$ cat src/rtl/bmd_axist_cq_1024_to_512_gearbox.sv
// CQ AXI-ST gearbox: splits each 1024b completer-request beat into one or two 512b beats with backpressure.
// Optional build macro BMD_GEARBOX_PARITY_EN carries parity per half and adds a sticky par_err output.
module bmd_axist_cq_1024_to_512_gearbox #(
    parameter int HOLD_DEPTH      = 2,
    parameter bit DROP_EMPTY_HIGH = 1'b1
) (
    input  logic          user_clk,
    input  logic          reset,
    input  logic [1023:0] s_tdata,
    input  logic [31:0]   s_tkeep,
    input  logic          s_tlast,
    input  logic          s_tvalid,
    output logic          s_tready,
    input  logic          s_is_sop,
    input  logic [4:0]    s_eop_ptr,
    input  logic [127:0]  s_byte_en,
    input  logic          s_discontinue,
    input  logic [127:0]  s_parity,
    output logic [511:0]  m_tdata,
    output logic [15:0]   m_tkeep,
    output logic          m_tlast,
    output logic          m_tvalid,
    input  logic          m_tready,
    output logic          m_is_sop,
    output logic          m_is_eop,
    output logic [3:0]    m_eop_ptr,
    output logic [63:0]   m_byte_en,
    output logic          m_discontinue,
    output logic [63:0]   m_parity,
    output logic          err_straddle
`ifdef BMD_GEARBOX_PARITY_EN
    ,
    output logic          par_err
`endif
);

    localparam int             PW       = 1;
    localparam logic [PW-1:0]  LAST_PTR = PW'(HOLD_DEPTH - 1);
    localparam logic [1:0]     DEPTH_C  = 2'(HOLD_DEPTH);

    typedef struct packed {
        logic [1023:0] data;
        logic [31:0]   keep;
        logic          last;
        logic          sop;
        logic [4:0]    eop;
        logic [127:0]  be;
        logic          disc;
`ifdef BMD_GEARBOX_PARITY_EN
        logic [127:0]  par;
`endif
    } entry_t;

    entry_t          mem [HOLD_DEPTH];
    entry_t          in_entry;
    entry_t          head;
    logic [PW-1:0]   wr_ptr;
    logic [PW-1:0]   rd_ptr;
    logic [1:0]      count;
    logic            half_hi;
    logic            in_tlp;
    logic            empty;
    logic            full;
    logic            skip_high;
    logic            final_half;
    logic            out_hs;
    logic            pop;
    logic            push;

    assign empty  = (count == 2'd0);
    assign full   = (count == DEPTH_C);
    assign head   = mem[rd_ptr];

    // The upper half is redundant when the TLP ends inside the lower 16 dwords or carries no upper dwords.
    assign skip_high  = (head.last && !head.eop[4]) ||
                        (DROP_EMPTY_HIGH && (head.keep[31:16] == 16'h0000));
    assign final_half = half_hi || skip_high;
    assign out_hs     = m_tvalid && m_tready;
    assign pop        = out_hs && final_half;

    // Combinational ready lets a full buffer accept while its head leaves, so there is no bubble.
    assign s_tready = !reset && (!full || pop);
    assign push     = s_tvalid && s_tready;

    always_comb begin
        in_entry      = '0;
        in_entry.data = s_tdata;
        in_entry.keep = s_tkeep;
        in_entry.last = s_tlast;
        in_entry.sop  = s_is_sop;
        in_entry.eop  = s_eop_ptr;
        in_entry.be   = s_byte_en;
        in_entry.disc = s_discontinue;
`ifdef BMD_GEARBOX_PARITY_EN
        in_entry.par  = s_parity;
`endif
    end

    // NOTE: the payload array has no reset; validity is carried entirely by count, which is reset.
    always_ff @(posedge user_clk) begin
        if (push) begin
            mem[wr_ptr] <= in_entry;
        end
    end

    // NOTE: state registers use non-blocking assignments so every flop samples pre-edge values.
    always_ff @(posedge user_clk or posedge reset) begin
        if (reset) begin
            wr_ptr  <= '0;
            rd_ptr  <= '0;
            count   <= 2'd0;
            half_hi <= 1'b0;
        end else begin
            if (push) begin
                wr_ptr <= (wr_ptr == LAST_PTR) ? '0 : wr_ptr + 1'b1;
            end
            if (pop) begin
                rd_ptr <= (rd_ptr == LAST_PTR) ? '0 : rd_ptr + 1'b1;
            end
            case ({push, pop})
                2'b10:   count <= count + 2'd1;
                2'b01:   count <= count - 2'd1;
                default: count <= count;
            endcase
            if (out_hs) begin
                half_hi <= !final_half;
            end
        end
    end

    always_ff @(posedge user_clk or posedge reset) begin
        if (reset) begin
            in_tlp       <= 1'b0;
            err_straddle <= 1'b0;
        end else if (push) begin
            if (s_is_sop && in_tlp) begin
                err_straddle <= 1'b1;
            end
            if (s_tlast) begin
                in_tlp <= 1'b0;
            end else if (s_is_sop) begin
                in_tlp <= 1'b1;
            end
        end
    end

`ifdef BMD_GEARBOX_PARITY_EN
    logic [127:0] par_exp;

    always_comb begin
        par_exp = '0;
        for (int i = 0; i < 128; i++) begin
            par_exp[i] = ~^s_tdata[8*i +: 8];
        end
    end

    always_ff @(posedge user_clk or posedge reset) begin
        if (reset) begin
            par_err <= 1'b0;
        end else if (push && (s_parity != par_exp)) begin
            par_err <= 1'b1;
        end
    end
`else
    logic unused_parity;
    assign unused_parity = ^s_parity;
`endif

    // NOTE: every output gets a default first so the mux cannot infer a latch.
    always_comb begin
        m_tvalid      = 1'b0;
        m_tdata       = '0;
        m_tkeep       = '0;
        m_byte_en     = '0;
        m_parity      = '0;
        m_is_sop      = 1'b0;
        m_tlast       = 1'b0;
        m_eop_ptr     = '0;
        m_discontinue = 1'b0;
        if (!empty) begin
            m_tvalid = 1'b1;
            if (half_hi) begin
                m_tdata   = head.data[1023:512];
                m_tkeep   = head.keep[31:16];
                m_byte_en = head.be[127:64];
`ifdef BMD_GEARBOX_PARITY_EN
                m_parity  = head.par[127:64];
`endif
            end else begin
                m_tdata   = head.data[511:0];
                m_tkeep   = head.keep[15:0];
                m_byte_en = head.be[63:0];
`ifdef BMD_GEARBOX_PARITY_EN
                m_parity  = head.par[63:0];
`endif
            end
            m_is_sop      = head.sop && !half_hi;
            m_tlast       = head.last && final_half;
            m_eop_ptr     = final_half ? head.eop[3:0] : 4'h0;
            m_discontinue = head.disc && final_half;
        end
    end

    assign m_is_eop = m_tlast;

endmodule

$ cat config.mk
export PLATFORM = sky130hd
export DESIGN_NAME = bmd_axist_cq_1024_to_512_gearbox
export DESIGN_NICKNAME = d
export VERILOG_FILES = /design/src/rtl/bmd_axist_cq_1024_to_512_gearbox.sv
export SDC_FILE = /design/constraint.sdc
export NUM_CORES = 2
export LEC_CHECK = 0
export ABC_CLOCK_PERIOD_IN_PS = 49300
export CAP_MARGIN = 0
export CORE_AREA = 5 5 770 772
export DETAILED_ROUTE_END_ITERATION = 10
export DIE_AREA = 0 0 775 777
export DONT_BUFFER_PORTS = 1
export GPL_ROUTABILITY_DRIVEN = 0
export GPL_TIMING_DRIVEN = 0
export PLACE_DENSITY_LB_ADDON = 0.05
export REMOVE_ABC_BUFFERS = 1
export SKIP_LAST_GASP = 1
export SLEW_MARGIN = 0
export SYNTH_ARGS = -nofsm -noshare
export SYNTH_HDL_FRONTEND = slang
export SYNTH_SLANG_ARGS = --single-unit
$ cat constraint.sdc
create_clock -name user_clk -period 49.3 [get_ports user_clk]
set_input_delay 9.86 -clock user_clk [delete_from_list [all_inputs] [get_ports user_clk]]
set_output_delay 9.86 -clock user_clk [all_outputs]
set_load 0.05 [all_outputs]
# Word-level counts from Yosys, hierarchy flattened

Memories as Yosys holds them, arrays and structs flattened.
Cells that the tools add are included.

Flip-flop bits (word level): 7
RAM bits: 2384
Input port bits: 1324
Output and inout bits: 667
Logic and storage cells: 56
Memories kept: 1

Memory list:

| memory | words | width | read ports | clocked after Yosys merged registers in | wr ports | line | source |
|---|---|---|---|---|---|---|---|
| mem    | 2     | 1192  | 1          | 0                                       | 1        | 54   | `entry_t mem [HOLD_DEPTH];` |

Add/sub/neg operators: 4
Eq/ne operators: 3
Muxes and demuxes: 19
Reductions and logical operators: 23

Operators with widths:

| operator                                             | count |
|---|---|
| two-way mux 512 bit                                  | 2 |
| two-way mux 64 bit                                   | 2 |
| two-way mux 16 bit                                   | 2 |
| zero test 16 bit                                     | 1 |
| two-way mux 1 bit                                    | 10 |
| logical AND 1 bit                                    | 9 |
| two-way mux 4 bit                                    | 2 |
| zero test 1 bit                                      | 5 |
| equality test 2 bit (second input constant)          | 2 |
| one-hot mux 2 bit (2 select lines)                   | 1 |
| AND reduction 2 bit                                  | 2 |
| nonzero test 2 bit                                   | 2 |
| logical OR 1 bit                                     | 3 |
| adder 1 bit (second input constant)                  | 2 |
| adder 2 x 1 -> 2 bit (second input constant)         | 1 |
| equality test 2 x 1 -> 1 bit (second input constant) | 1 |
| zero test 2 bit                                      | 1 |
| subtractor 2 x 1 -> 2 bit (second input constant)    | 1 |

# Depth between registers and ports, before layout

An unclocked memory read counts as a cell.

Word-level depth: 11
Depth in mapped cells: 10
Mapped depth without buffers: 9

# Worst setup path after synthesis

OpenSTA, ideal clock, no wires.

Path kind: input to register
From: input port m_tready
To: memory mem[0][0] (netlist bit) (enable)
Library setup time: 2.786 ns
Arrival time: 60.012 ns
Required time: 46.514 ns
Path slack: -13.498 ns
Stages on the path: 5
Path buffers: 0
Path through: nand2_1 > a2111oi_2 > a221o_2 > nand2_2 > nor2_1

Longest elaborated chain between the ends: 7

RTL lines:

| item                                    | line | source |
|---|---|---|
| start, declared                         | 23   | `input logic m_tready,` |
| logical AND 1 bit                       | 78   | `assign out_hs = m_tvalid && m_tready;` |
| logical AND 1 bit                       | 79   | `assign pop = out_hs && final_half;` |
| logical OR 1 bit                        | 82   | `assign s_tready = !reset && (!full \|\| pop);` |
| logical AND 1 bit                       | 82   |  |
| named net s_tready                      | 13   | `output logic s_tready,` |
| logical AND 1 bit                       | 83   | `assign push = s_tvalid && s_tready;` |
| two-way mux 1 bit                       | 101  | `if (push) begin` |
| two-way mux 1 bit (not written as such) | 102  | `mem[wr_ptr] <= in_entry;` |
| end, declared                           | 54   |  |

The timed path passes the listed nets, and every way through them passes these cells.

# Worst setup path after layout

From: input port m_tready
To: output port s_tready

Longest elaborated chain between the ends: 4

RTL lines:

| item              | line |
|---|---|
| logical AND 1 bit | 78 |
| logical AND 1 bit | 79 |
| logical OR 1 bit  | 82 |
| logical AND 1 bit | 82 |
| end, declared     | 13 |

No other way between the ends.

==> impl_metrics.yaml <==
cts:
  cts_resized: 0
  cts_tree: "done"
  clk_path_buf_depth: 4
  cts-htree-levels: 5
  numCtsBuffers: 321
  postCtsHoldBufs: 0
  path_clk_slew_ns: 0.06
  root_buffer: "clkbuf_16"
  postCtsSetupBuffers: 0
  clk_latency_ns: 0.97
  cts_num_sinks: 2391
layout:
  drive_above_1_share: 0.262
  layout_common_cells: "2384 x edfxtp_1, 592 x mux4_2, 592 x and2_1, 330 x clkbuf_16, 83 x buf_16"
  fillers: 61526
  finalNetCount: 5481
  final_area_um2: 113000
  area_growth_pct: 24.5
  final_common_cell: "edfxtp_1"
timing:
  setup_viol: 0
  hold_violations: 0
  slew_headroom: 0.0737
  fin_setup_tns_ns: 0
  rsz0062_at_grt: "false"
  final.period_utilization: 0.422
  layout_min_cycle_time_ns: 20.81
  fmax_mhz: 48.0
  clock_skew_ns: 0.0411
  worstMarginPinSlew_ns: 1.39
  slew_viol_final: 0
floorplanning:
  num_rows: 281
  start_util: 0.155
  pin_count: 1991
  die_h_um: 777
  core_area_um2: 584000
  dieArea_um2: 602000
  fp.dieW_um: 775
route:
  dr.pass1.iters: 5
  totalWireLength_um: 393000
  drt_first_iter_violations: 2377
  drc_errors: 0
  via_count: 41733
  wl_per_cell_um: 31.9
  routed_via_density: 3.39
  ant_nets: 0
power_and_ir_drop:
  clkPwrFrac: 0.267
  p_sw_mw: 3.58
  pwr-share-comb: 0.412
  sequentialPowerShare: 0.320
  vdd_ir_drop_max_uv: 30.2
  switching_share: 0.431
  cellPowerDensity_nw_per_um2: 73.6
  power.leakage_nw: 33.9
  intPower_mw: 4.72
setup_path:
  cp.arrival_ns: 10.95
  crit_cells: 3
  path_cells: "nand2_1, a2111oi_2, a221o_2"
  slowest_stage: "a221o_2"
  crit_fanout: 4
  worstSetupPathType: "in2out"
  critPathMaxStageDelay_ns: 0.55
  critPathLaunchType: "primary input"
  cp-end-kind: "output port"
  cp.required_ns: 39.44
  r2r_cells: 11
  crit_buf_inv: 0
  cp_top_family: "compound AO/OA/AOI/OAI gates"
global_route:
  grt_pass1_vias: 43501
  overflow: 0
  grt_pass1_wl_um: 496000
  track_usage: 0.126
  antenna_found_initial: 400
  grt_max_degree: 55
synth:
  synth-seq-cells: 2391
  ys_warn_count: 0
  async_reset_ff_frac: 0.00293
  syn_inst: 3898
  syn_area_um2: 90500
  synth_edf_count: 2384
  syn_area_per_cell_um2: 23.2
  synth_flop_cell: "edfxtp_1"
  synth-seq-area-share: 0.793
  synth_cell_type_count: 34
min_path:
  worstHoldPathType: "reg2reg"
  hold_path_depth: 1
place:
  placed_area_um2: 103000
  hpwlAfterDp_um: 302000
  portBuffers: 0
job:
  max_cap_viol_count: 0
run_status:
  status: "complete, no violations"
-- synthesized netlist by cell type, drive strengths merged, types with 4 or more instances --
master,number,area share
buf,154,0.010
mux4,592,0.15
mux2i,5,0.00055
inv,4,0.00017
edfxtp,2384,0.79
and2,592,0.041
dfrtp,7,0.0019
clkbuf,110,0.0046
nor2,11,0.00046
nand2,5,0.00024
nor4,4,0.00035
-- path summary, 6_finish.rpt --
check | to | slack (ns) | from
worst max register to register | mem[1][94] | 43.91 | rd_ptr
worst min register to register | err_straddle | 0.48 | in_tlp
worst max-delay path | s_tready | 28.49 | m_tready
worst min-delay path | err_straddle | 0.48 | in_tlp
min in group asynchronous | rd_ptr | 8.77 | reset
max in group asynchronous | half_hi | 40.26 | reset
-- area by class of cell --
| type | instances | area [µm²] | share of cell area |
|---|---|---|---|
| diodes | 134 | 335 | 0.00298 |
| clock inverters | 164 | 1290 | 0.0114 |
| repair buffers | 136 | 3350 | 0.0297 |
| flip-flops and latches | 2391 | 71800 | 0.637 |
| clock buffers | 404 | 8540 | 0.0757 |
| multi-input cells | 1302 | 17700 | 0.157 |
| well taps | 7782 | 9740 | 0.0864 |
| inverters | 4 | 15.0 | 0.000133 |
-- metal layers --
| layer | global-route usage | up-vias | wire length (µm) |
|---|---|---|---|
| met5 | 0 | - | 2320 |
| met4 | 0.0263 | 320 | 11000 |
| met3 | 0.0873 | 1031 | 57400 |
| met2 | 0.229 | 2050 | 202000 |
| met1 | 0.113 | 21663 | 120000 |
| li1 | - | 16669 | - |
-- metrics by stage --
stage                     hold WS, ns   util  instances  setup slack [ns]  total power [mW]
final                           0.484  0.193      12317             28.49              8.30
after global routing            0.496  0.192      12190             28.34              8.70
after CTS                       0.490  0.192      12183             28.36              8.57
after detailed placement        0.478  0.175      11615             28.37              6.27
after global placement          0.461  0.170      11479           -104.23              9.52
after floorplan                 0.451      -       3697            -27.34              6.71
-- power by group through the flow --
stage	combinational [mW]	clock [mW]	sequential (mW)
after floorplan	3.27	0	3.44
after global placement	5.26	0	4.26
after detailed placement	3.57	0	2.71
after CTS	3.57	2.33	2.66
after global routing	3.61	2.41	2.68
final	3.42	2.22	2.66
-- flip-flops by register name, summed over array words and instances (netlist names) --
| signal | cells |
|---|---|
| count | 2 |
| err_straddle | 1 |
| half_hi | 1 |
| in_tlp | 1 |
| mem | 2384 |
| rd_ptr | 1 |
| wr_ptr | 1 |
-- worst register-to-register path, cell delays in order (launching register included) --
cell and delay [ns]:
dfrtp_4 0.77, nor4b_1 0.38, nand4_1 0.44, a2111oi_2 0.45
a221o_2 0.55, and3_4 0.49, buf_16 0.30, buf_16 0.30
buf_16 0.29, buf_16 0.32, buf_16 0.33, buf_16 0.36
-- kinds of logic after synthesis --
group	synth area share
buffers and inverters	0.0148
AND/OR/NAND/NOR	0.0428
other	0.0000414
XOR/XNOR	0.000484
AO/OA/AOI/OAI	0.000898
flip-flops	0.793
multiplexers	0.148
adder cells (fa/ha/maj)	0.000138
No activity file was read; power rests on OpenSTA's default activity.
